===== src/rtl/alu_arbiter_if.sv =====
// Bus bundle between the ALU arbiter, its two requesters, the shared ALU and the result consumer.
interface alu_arbiter_if;
  localparam int unsigned XLEN   = 32;
  localparam int unsigned CTRL_W = 4;
  localparam int unsigned FLAG_W = 5;

  // requester side
  logic              req0_w_i_h;
  logic              req1_w_i_h;
  logic [XLEN-1:0]   a0_w_i;
  logic [XLEN-1:0]   b0_w_i;
  logic [XLEN-1:0]   a1_w_i;
  logic [XLEN-1:0]   b1_w_i;
  logic [CTRL_W-1:0] ctrl0_w_i;
  logic [CTRL_W-1:0] ctrl1_w_i;
  logic              sub0_w_i;
  logic              sub1_w_i;
  logic              fadd0_w_i;
  logic              fadd1_w_i;
  logic              gnt0_w_o_h;
  logic              gnt1_w_o_h;

  // shared ALU side
  logic [XLEN-1:0]   alu_a_w_o;
  logic [XLEN-1:0]   alu_b_w_o;
  logic [CTRL_W-1:0] alu_ctrl_w_o;
  logic              alu_sub_w_o;
  logic              alu_fadd_w_o;
  logic [XLEN-1:0]   alu_res_w_i;
  logic [FLAG_W-1:0] alu_flags_w_i;

  // result consumer side
  logic              res_valid_w_o_h;
  logic              res_ready_w_i_h;
  logic [XLEN-1:0]   res_data_w_o;
  logic [FLAG_W-1:0] res_flags_w_o;
  logic              res_id_w_o;

  modport slave (
    input  req0_w_i_h, req1_w_i_h, a0_w_i, b0_w_i, a1_w_i, b1_w_i,
    input  ctrl0_w_i, ctrl1_w_i, sub0_w_i, sub1_w_i, fadd0_w_i, fadd1_w_i,
    output gnt0_w_o_h, gnt1_w_o_h,
    output alu_a_w_o, alu_b_w_o, alu_ctrl_w_o, alu_sub_w_o, alu_fadd_w_o,
    input  alu_res_w_i, alu_flags_w_i,
    output res_valid_w_o_h, res_data_w_o, res_flags_w_o, res_id_w_o,
    input  res_ready_w_i_h
  );

  modport master (
    output req0_w_i_h, req1_w_i_h, a0_w_i, b0_w_i, a1_w_i, b1_w_i,
    output ctrl0_w_i, ctrl1_w_i, sub0_w_i, sub1_w_i, fadd0_w_i, fadd1_w_i,
    input  gnt0_w_o_h, gnt1_w_o_h,
    input  alu_a_w_o, alu_b_w_o, alu_ctrl_w_o, alu_sub_w_o, alu_fadd_w_o,
    output alu_res_w_i, alu_flags_w_i,
    input  res_valid_w_o_h, res_data_w_o, res_flags_w_o, res_id_w_o,
    output res_ready_w_i_h
  );
endinterface


===== src/rtl/alu_arbiter.sv =====
// Shares one combinational ALU between the execute stage (0) and the AGU (1);
// the chosen result is captured in a one-entry valid/ready output register.
module alu_arbiter #(
  parameter bit FIXED_PRIO = 1'b0
) (
  input  logic          clk_w_i,
  input  logic          rst_w_i_l,
  alu_arbiter_if.slave  bus
);
  localparam int unsigned XLEN   = 32;
  localparam int unsigned CTRL_W = 4;
  localparam int unsigned FLAG_W = 5;

  logic              res_valid_q, res_valid_d;
  logic [XLEN-1:0]   res_data_q,  res_data_d;
  logic [FLAG_W-1:0] res_flags_q, res_flags_d;
  logic              res_id_q,    res_id_d;
  logic              last_q,      last_d;

  logic out_free;
  logic gnt0, gnt1, gnt_any;

  // Arbitration: grant only into a free output slot; ties go by priority mode
  always_comb begin
    out_free = ~res_valid_q | bus.res_ready_w_i_h;
    gnt0     = 1'b0;
    gnt1     = 1'b0;
    if (out_free && rst_w_i_l) begin
      if (bus.req0_w_i_h && bus.req1_w_i_h) begin
        if (FIXED_PRIO || last_q) gnt0 = 1'b1;
        else                      gnt1 = 1'b1;
      end else if (bus.req0_w_i_h) begin
        gnt0 = 1'b1;
      end else if (bus.req1_w_i_h) begin
        gnt1 = 1'b1;
      end
    end
    gnt_any = gnt0 | gnt1;
  end

  // ALU input mux; idle cycles present all-zero inputs so the ALU stays on a defined arm
  always_comb begin
    bus.alu_a_w_o    = '0;
    bus.alu_b_w_o    = '0;
    bus.alu_ctrl_w_o = '0;
    bus.alu_sub_w_o  = 1'b0;
    bus.alu_fadd_w_o = 1'b0;
    if (gnt0) begin
      bus.alu_a_w_o    = bus.a0_w_i;
      bus.alu_b_w_o    = bus.b0_w_i;
      bus.alu_ctrl_w_o = bus.ctrl0_w_i;
      bus.alu_sub_w_o  = bus.sub0_w_i;
      bus.alu_fadd_w_o = bus.fadd0_w_i;
    end else if (gnt1) begin
      bus.alu_a_w_o    = bus.a1_w_i;
      bus.alu_b_w_o    = bus.b1_w_i;
      bus.alu_ctrl_w_o = bus.ctrl1_w_i;
      bus.alu_sub_w_o  = bus.sub1_w_i;
      bus.alu_fadd_w_o = bus.fadd1_w_i;
    end
  end

  // Next state of the output register and the round-robin pointer
  always_comb begin
    res_valid_d = res_valid_q & ~bus.res_ready_w_i_h;
    res_data_d  = res_data_q;
    res_flags_d = res_flags_q;
    res_id_d    = res_id_q;
    last_d      = last_q;
    if (gnt_any) begin
      res_valid_d = 1'b1;
      res_data_d  = bus.alu_res_w_i;
      res_flags_d = bus.alu_flags_w_i;
      res_id_d    = gnt1;
      last_d      = gnt1;
    end
  end

  // State register; last resets to 1 so requester 0 wins the first tie
  always_ff @(posedge clk_w_i or negedge rst_w_i_l) begin
    if (!rst_w_i_l) begin
      res_valid_q <= 1'b0;
      res_data_q  <= '0;
      res_flags_q <= '0;
      res_id_q    <= 1'b0;
      last_q      <= 1'b1;
    end else begin
      res_valid_q <= res_valid_d;
      res_data_q  <= res_data_d;
      res_flags_q <= res_flags_d;
      res_id_q    <= res_id_d;
      last_q      <= last_d;
    end
  end

  assign bus.gnt0_w_o_h      = gnt0;
  assign bus.gnt1_w_o_h      = gnt1;
  assign bus.res_valid_w_o_h = res_valid_q;
  assign bus.res_data_w_o    = res_data_q;
  assign bus.res_flags_w_o   = res_flags_q;
  assign bus.res_id_w_o      = res_id_q;
endmodule


===== src/flat_wrapper.sv =====
// flat-port wrapper written by rule: the top's interface ports become plain ports
module alu_arbiter_flat 
#(
  parameter bit FIXED_PRIO = 1'b0
)
  (clk_w_i, rst_w_i_l, bus_req0_w_i_h, bus_req1_w_i_h, bus_a0_w_i, bus_b0_w_i, bus_a1_w_i, bus_b1_w_i, bus_ctrl0_w_i, bus_ctrl1_w_i, bus_sub0_w_i, bus_sub1_w_i, bus_fadd0_w_i, bus_fadd1_w_i, bus_gnt0_w_o_h, bus_gnt1_w_o_h, bus_alu_a_w_o, bus_alu_b_w_o, bus_alu_ctrl_w_o, bus_alu_sub_w_o, bus_alu_fadd_w_o, bus_alu_res_w_i, bus_alu_flags_w_i, bus_res_valid_w_o_h, bus_res_data_w_o, bus_res_flags_w_o, bus_res_id_w_o, bus_res_ready_w_i_h);
  alu_arbiter_if bus_i ();
  input  logic clk_w_i;
  input  logic rst_w_i_l;
  input wire logic [$bits(bus_i.req0_w_i_h)-1:0] bus_req0_w_i_h;
  input wire logic [$bits(bus_i.req1_w_i_h)-1:0] bus_req1_w_i_h;
  input wire logic [$bits(bus_i.a0_w_i)-1:0] bus_a0_w_i;
  input wire logic [$bits(bus_i.b0_w_i)-1:0] bus_b0_w_i;
  input wire logic [$bits(bus_i.a1_w_i)-1:0] bus_a1_w_i;
  input wire logic [$bits(bus_i.b1_w_i)-1:0] bus_b1_w_i;
  input wire logic [$bits(bus_i.ctrl0_w_i)-1:0] bus_ctrl0_w_i;
  input wire logic [$bits(bus_i.ctrl1_w_i)-1:0] bus_ctrl1_w_i;
  input wire logic [$bits(bus_i.sub0_w_i)-1:0] bus_sub0_w_i;
  input wire logic [$bits(bus_i.sub1_w_i)-1:0] bus_sub1_w_i;
  input wire logic [$bits(bus_i.fadd0_w_i)-1:0] bus_fadd0_w_i;
  input wire logic [$bits(bus_i.fadd1_w_i)-1:0] bus_fadd1_w_i;
  output wire logic [$bits(bus_i.gnt0_w_o_h)-1:0] bus_gnt0_w_o_h;
  output wire logic [$bits(bus_i.gnt1_w_o_h)-1:0] bus_gnt1_w_o_h;
  output wire logic [$bits(bus_i.alu_a_w_o)-1:0] bus_alu_a_w_o;
  output wire logic [$bits(bus_i.alu_b_w_o)-1:0] bus_alu_b_w_o;
  output wire logic [$bits(bus_i.alu_ctrl_w_o)-1:0] bus_alu_ctrl_w_o;
  output wire logic [$bits(bus_i.alu_sub_w_o)-1:0] bus_alu_sub_w_o;
  output wire logic [$bits(bus_i.alu_fadd_w_o)-1:0] bus_alu_fadd_w_o;
  input wire logic [$bits(bus_i.alu_res_w_i)-1:0] bus_alu_res_w_i;
  input wire logic [$bits(bus_i.alu_flags_w_i)-1:0] bus_alu_flags_w_i;
  output wire logic [$bits(bus_i.res_valid_w_o_h)-1:0] bus_res_valid_w_o_h;
  output wire logic [$bits(bus_i.res_data_w_o)-1:0] bus_res_data_w_o;
  output wire logic [$bits(bus_i.res_flags_w_o)-1:0] bus_res_flags_w_o;
  output wire logic [$bits(bus_i.res_id_w_o)-1:0] bus_res_id_w_o;
  input wire logic [$bits(bus_i.res_ready_w_i_h)-1:0] bus_res_ready_w_i_h;
  assign bus_i.req0_w_i_h = bus_req0_w_i_h;
  assign bus_i.req1_w_i_h = bus_req1_w_i_h;
  assign bus_i.a0_w_i = bus_a0_w_i;
  assign bus_i.b0_w_i = bus_b0_w_i;
  assign bus_i.a1_w_i = bus_a1_w_i;
  assign bus_i.b1_w_i = bus_b1_w_i;
  assign bus_i.ctrl0_w_i = bus_ctrl0_w_i;
  assign bus_i.ctrl1_w_i = bus_ctrl1_w_i;
  assign bus_i.sub0_w_i = bus_sub0_w_i;
  assign bus_i.sub1_w_i = bus_sub1_w_i;
  assign bus_i.fadd0_w_i = bus_fadd0_w_i;
  assign bus_i.fadd1_w_i = bus_fadd1_w_i;
  assign bus_gnt0_w_o_h = bus_i.gnt0_w_o_h;
  assign bus_gnt1_w_o_h = bus_i.gnt1_w_o_h;
  assign bus_alu_a_w_o = bus_i.alu_a_w_o;
  assign bus_alu_b_w_o = bus_i.alu_b_w_o;
  assign bus_alu_ctrl_w_o = bus_i.alu_ctrl_w_o;
  assign bus_alu_sub_w_o = bus_i.alu_sub_w_o;
  assign bus_alu_fadd_w_o = bus_i.alu_fadd_w_o;
  assign bus_i.alu_res_w_i = bus_alu_res_w_i;
  assign bus_i.alu_flags_w_i = bus_alu_flags_w_i;
  assign bus_res_valid_w_o_h = bus_i.res_valid_w_o_h;
  assign bus_res_data_w_o = bus_i.res_data_w_o;
  assign bus_res_flags_w_o = bus_i.res_flags_w_o;
  assign bus_res_id_w_o = bus_i.res_id_w_o;
  assign bus_i.res_ready_w_i_h = bus_res_ready_w_i_h;
  alu_arbiter #(.FIXED_PRIO(FIXED_PRIO)) u_core (.clk_w_i(clk_w_i), .rst_w_i_l(rst_w_i_l), .bus(bus_i));
endmodule

===== config.mk =====
export PLATFORM = sky130hd
export DESIGN_NAME = alu_arbiter_flat
export DESIGN_NICKNAME = d
export VERILOG_FILES = /design/src/rtl/alu_arbiter_if.sv /design/src/rtl/alu_arbiter.sv /design/src/flat_wrapper.sv
export SDC_FILE = /design/constraint.sdc
export NUM_CORES = 1
export LEC_CHECK = 0
export CAP_MARGIN = 20
export CORE_AREA = 2 2 115 117
export CTS_CLUSTER_DIAMETER = 150
export DETAILED_ROUTE_END_ITERATION = 8
export DIE_AREA = 0 0 117 119
export HOLD_SLACK_MARGIN = 0.06
export REMOVE_ABC_BUFFERS = 1
export SLEW_MARGIN = 25
export SYNTH_ARGS = -nofsm -noshare
export SYNTH_HDL_FRONTEND = slang
export SYNTH_SLANG_ARGS = --single-unit

===== constraint.sdc =====
create_clock -name clk_w_i -period 4.5 [get_ports clk_w_i]
set_input_delay 0.9 -clock clk_w_i [delete_from_list [all_inputs] [get_ports clk_w_i]]
set_output_delay 0.9 -clock clk_w_i [all_outputs]
set_load 0.02 [all_outputs]

==> results_dict.tcl <==
set metrics [dict create \
    status "finished, final reports clean" \
    ctsHtreeMaxLevel 2 \
    via_per_inst 4.29 \
    ir_drop_v 0.000214 \
    cp-end-kind "output pin" \
    async_flop_share_pct 100 \
    synth.avg_cell_area_um2 13.1 \
    die_w_um 117 \
    drt_iter0_markers 100 \
    synth_cell_types 14 \
    ys_seq_elements 40 \
    hpwl_um 8980 \
    clkPwrFrac_pct 26.1 \
    rows 42 \
    p_leak_nw 2.16 \
    synth.most_common_cell "a22o_1" \
    hold_ws_ns 0.481 \
    crit_required_ns 3.60 \
    initial_utilization_pct 17.9 \
    max_clock_freq_mhz 255 \
    ios 293 \
    rr_startpoint "u_core.bus.res_valid_w_o_h" \
    min_path_type "reg -> reg" \
    syn_area_mm2 0.00231 \
    root_buffer "clkbuf_16" \
    fin_skew_ns 0.00519 \
    grt_pass1_wl_um 15100 \
    ys.flop_type "dfrtp_1" \
    cell_internal_pwr_mw 1.12 \
    finalSetupTns_ns 0 \
    area_growth_pct 139 \
    drv_slew 0 \
    numCtsBuffers 5 \
    grt_overflow 0 \
    syn-instance-count 176 \
    cp-start-kind "input pin" \
    route.detailed.drc 0 \
    seq_area_frac_synth_pct 43.4 \
    period_needed_ns 3.92 \
    antenna_found_initial 0 \
    p_sw_mw 0.470 \
    die_h_um 119 \
    min_from "u_core.bus.res_id_w_o" \
    cp-startpoint "bus_res_ready_w_i_h" \
    post-place-ws_ns 0.557 \
    rsz0062_at_grt "no" \
    clock_sinks 40 \
    clock_path_buffers 2 \
    first_global_vias 2831 \
    ant_nets 0 \
    yosys-top-cells-count "70 x a22o_1, 39 x dfrtp_1, 20 x mux2_2" \
    fin_ws_ns 0.582 \
    track_usage_pct 14.1 \
    grt_max_degree 72 \
    clkTransAtPathRegs_ns 0.05 \
    synth_edf_count 0 \
    synthTopCellsByArea "dfrtp_1 42%, a22o_1 27%, mux2_2 9.8%, mux2_1 8.3%, buf_6 7.8%" \
    maxCapViolCount 0 \
    synth_top_cell_by_area "dfrtp_1" \
    worstPathArrival_ns 3.02 \
    path_class "in -> out" \
    nets 642 \
    drive_gt1_share_pct 8.89 \
    yosysWarnings 0 \
    synth_top_area_share_pct 42.3 \
    cts_tree "built" \
    cp_max_fo 45 \
    io_buffers 292 \
    powerDensity_mw_per_mm2 289 \
    setup_viol 0 \
    switching_share_pct 29.6 \
    drt_pass1_iterations 4 \
    post_cts_buffers 0 \
    sequentialPowerShare_pct 28.9 \
    clk-insertion-delay-late_ns 0.28 \
    antennaDiodeCount 0 \
    hold_viol_final 0 \
    die_area_mm2 0.0139 \
    cts.repair.resized 0 \
    post-route-period-util_pct 87.1 \
    cts_hold_buf 0 \
    detail_route.wl_per_cell_um 16.7 \
    slew_headroom_pct 61.2 \
    place.gp.congestion 0.721 \
    worst_slew_pin_slew_ns 0.579 \
    combPwrFrac_pct 45.0 \
    wirelength_um 10700 \
    core_area_mm2 0.0129 \
    via_count 2730 \
]
==> cell families after synthesis <==
| family | Yosys count | share of synthesized area (%) |
|---|---|---|
| flops | 40 | 43.4 |
| buf+inv | 21 | 8.84 |
| mux | 37 | 18.1 |
| compound gates | 74 | 28.3 |
| simple gates | 4 | 1.41 |
==> worst paths after layout <==
check | end | slack, ns | cells after the start
setup / recovery | bus_alu_b_w_o[29] | 0.58 | 6
hold / removal | u_core.bus.res_id_w_o | 0.48 | 1
setup reg to reg | u_core.bus.res_data_w_o[26] | 2.83 | 4
hold reg to reg | u_core.bus.res_id_w_o | 0.48 | 1
max in group asynchronous | u_core.last_q | 3.35 | 2
min in group asynchronous | u_core.bus.res_flags_w_o[4] | 0.79 | 2
==> routing by layer <==
| layer | track usage (%) | routed length (um) | vias up |
|---|---|---|---|
| met5 | 0 | 0 | - |
| met4 | 5.29 | 348 | 0 |
| met3 | 4.48 | 1060 | 20 |
| met2 | 25.9 | 5480 | 140 |
| met1 | 14.5 | 3770 | 1302 |
| li1 | - | - | 1268 |
==> layout by cell type (no fill, tap or decap), drive strengths merged <==
master	netlist	layout
clkbuf	0	6
o2111a	1	1
inv	1	1
and4	1	1
clkdlybuf4s50	0	289
o211ai	1	1
a21o	2	2
clkinv	0	1
mux2	37	37
dfrtp	39	39
bufinv	0	1
nand2b	1	1
nand2	2	2
a22o	70	70
dfstp	1	1
buf	20	8
==> state kept, by name (all words and copies together) (netlist names) <==
| signal | flops |
|---|---|
| u_core.bus.res_data_w_o | 32 |
| u_core.bus.res_flags_w_o | 5 |
| u_core.bus.res_id_w_o | 1 |
| u_core.bus.res_valid_w_o_h | 1 |
| u_core.last_q | 1 |
==> power groups by stage <==
| stage | logic, mW | clock network [mW] | registers, mW |
|---|---|---|---|
| after floorplan | 0.203 | 0 | 0.544 |
| after global placement | 0.717 | 0 | 0.463 |
| after detailed placement | 0.722 | 0 | 0.466 |
| after CTS | 0.724 | 0.426 | 0.460 |
| after global routing | 0.752 | 0.445 | 0.469 |
| final | 0.714 | 0.415 | 0.460 |
==> area by class of cell <==
type	count	area [um^2]
clock inverter	2	38.8
multi-input combinational	115	1110
clock buffer	6	139
sequential	40	1000
tap	176	220
inverter	1	3.75
fill	1276	7370
timing repair buffer	297	2990
==> stage by stage <==
stage	instances	util, %	power, mW	area (um^2)
6_report	637	42.7	1.59	5500
5_1_grt	637	42.7	1.67	5500
4_1_cts	637	42.7	1.61	5500
3_5_place_dp	629	41.4	1.19	5330
3_3_place_gp	629	41.4	1.18	5330
2_1_floorplan	156	-	0.747	2110
==> critical path: stages <==
cell and delay [ns]:
clkdlybuf4s50_1 0.46, nand2b_4 0.15, and4_4 0.22, buf_4 0.39, a22o_1 0.25, clkdlybuf4s50_1 0.62
Note: power is estimated with default switching activity, not from simulation.
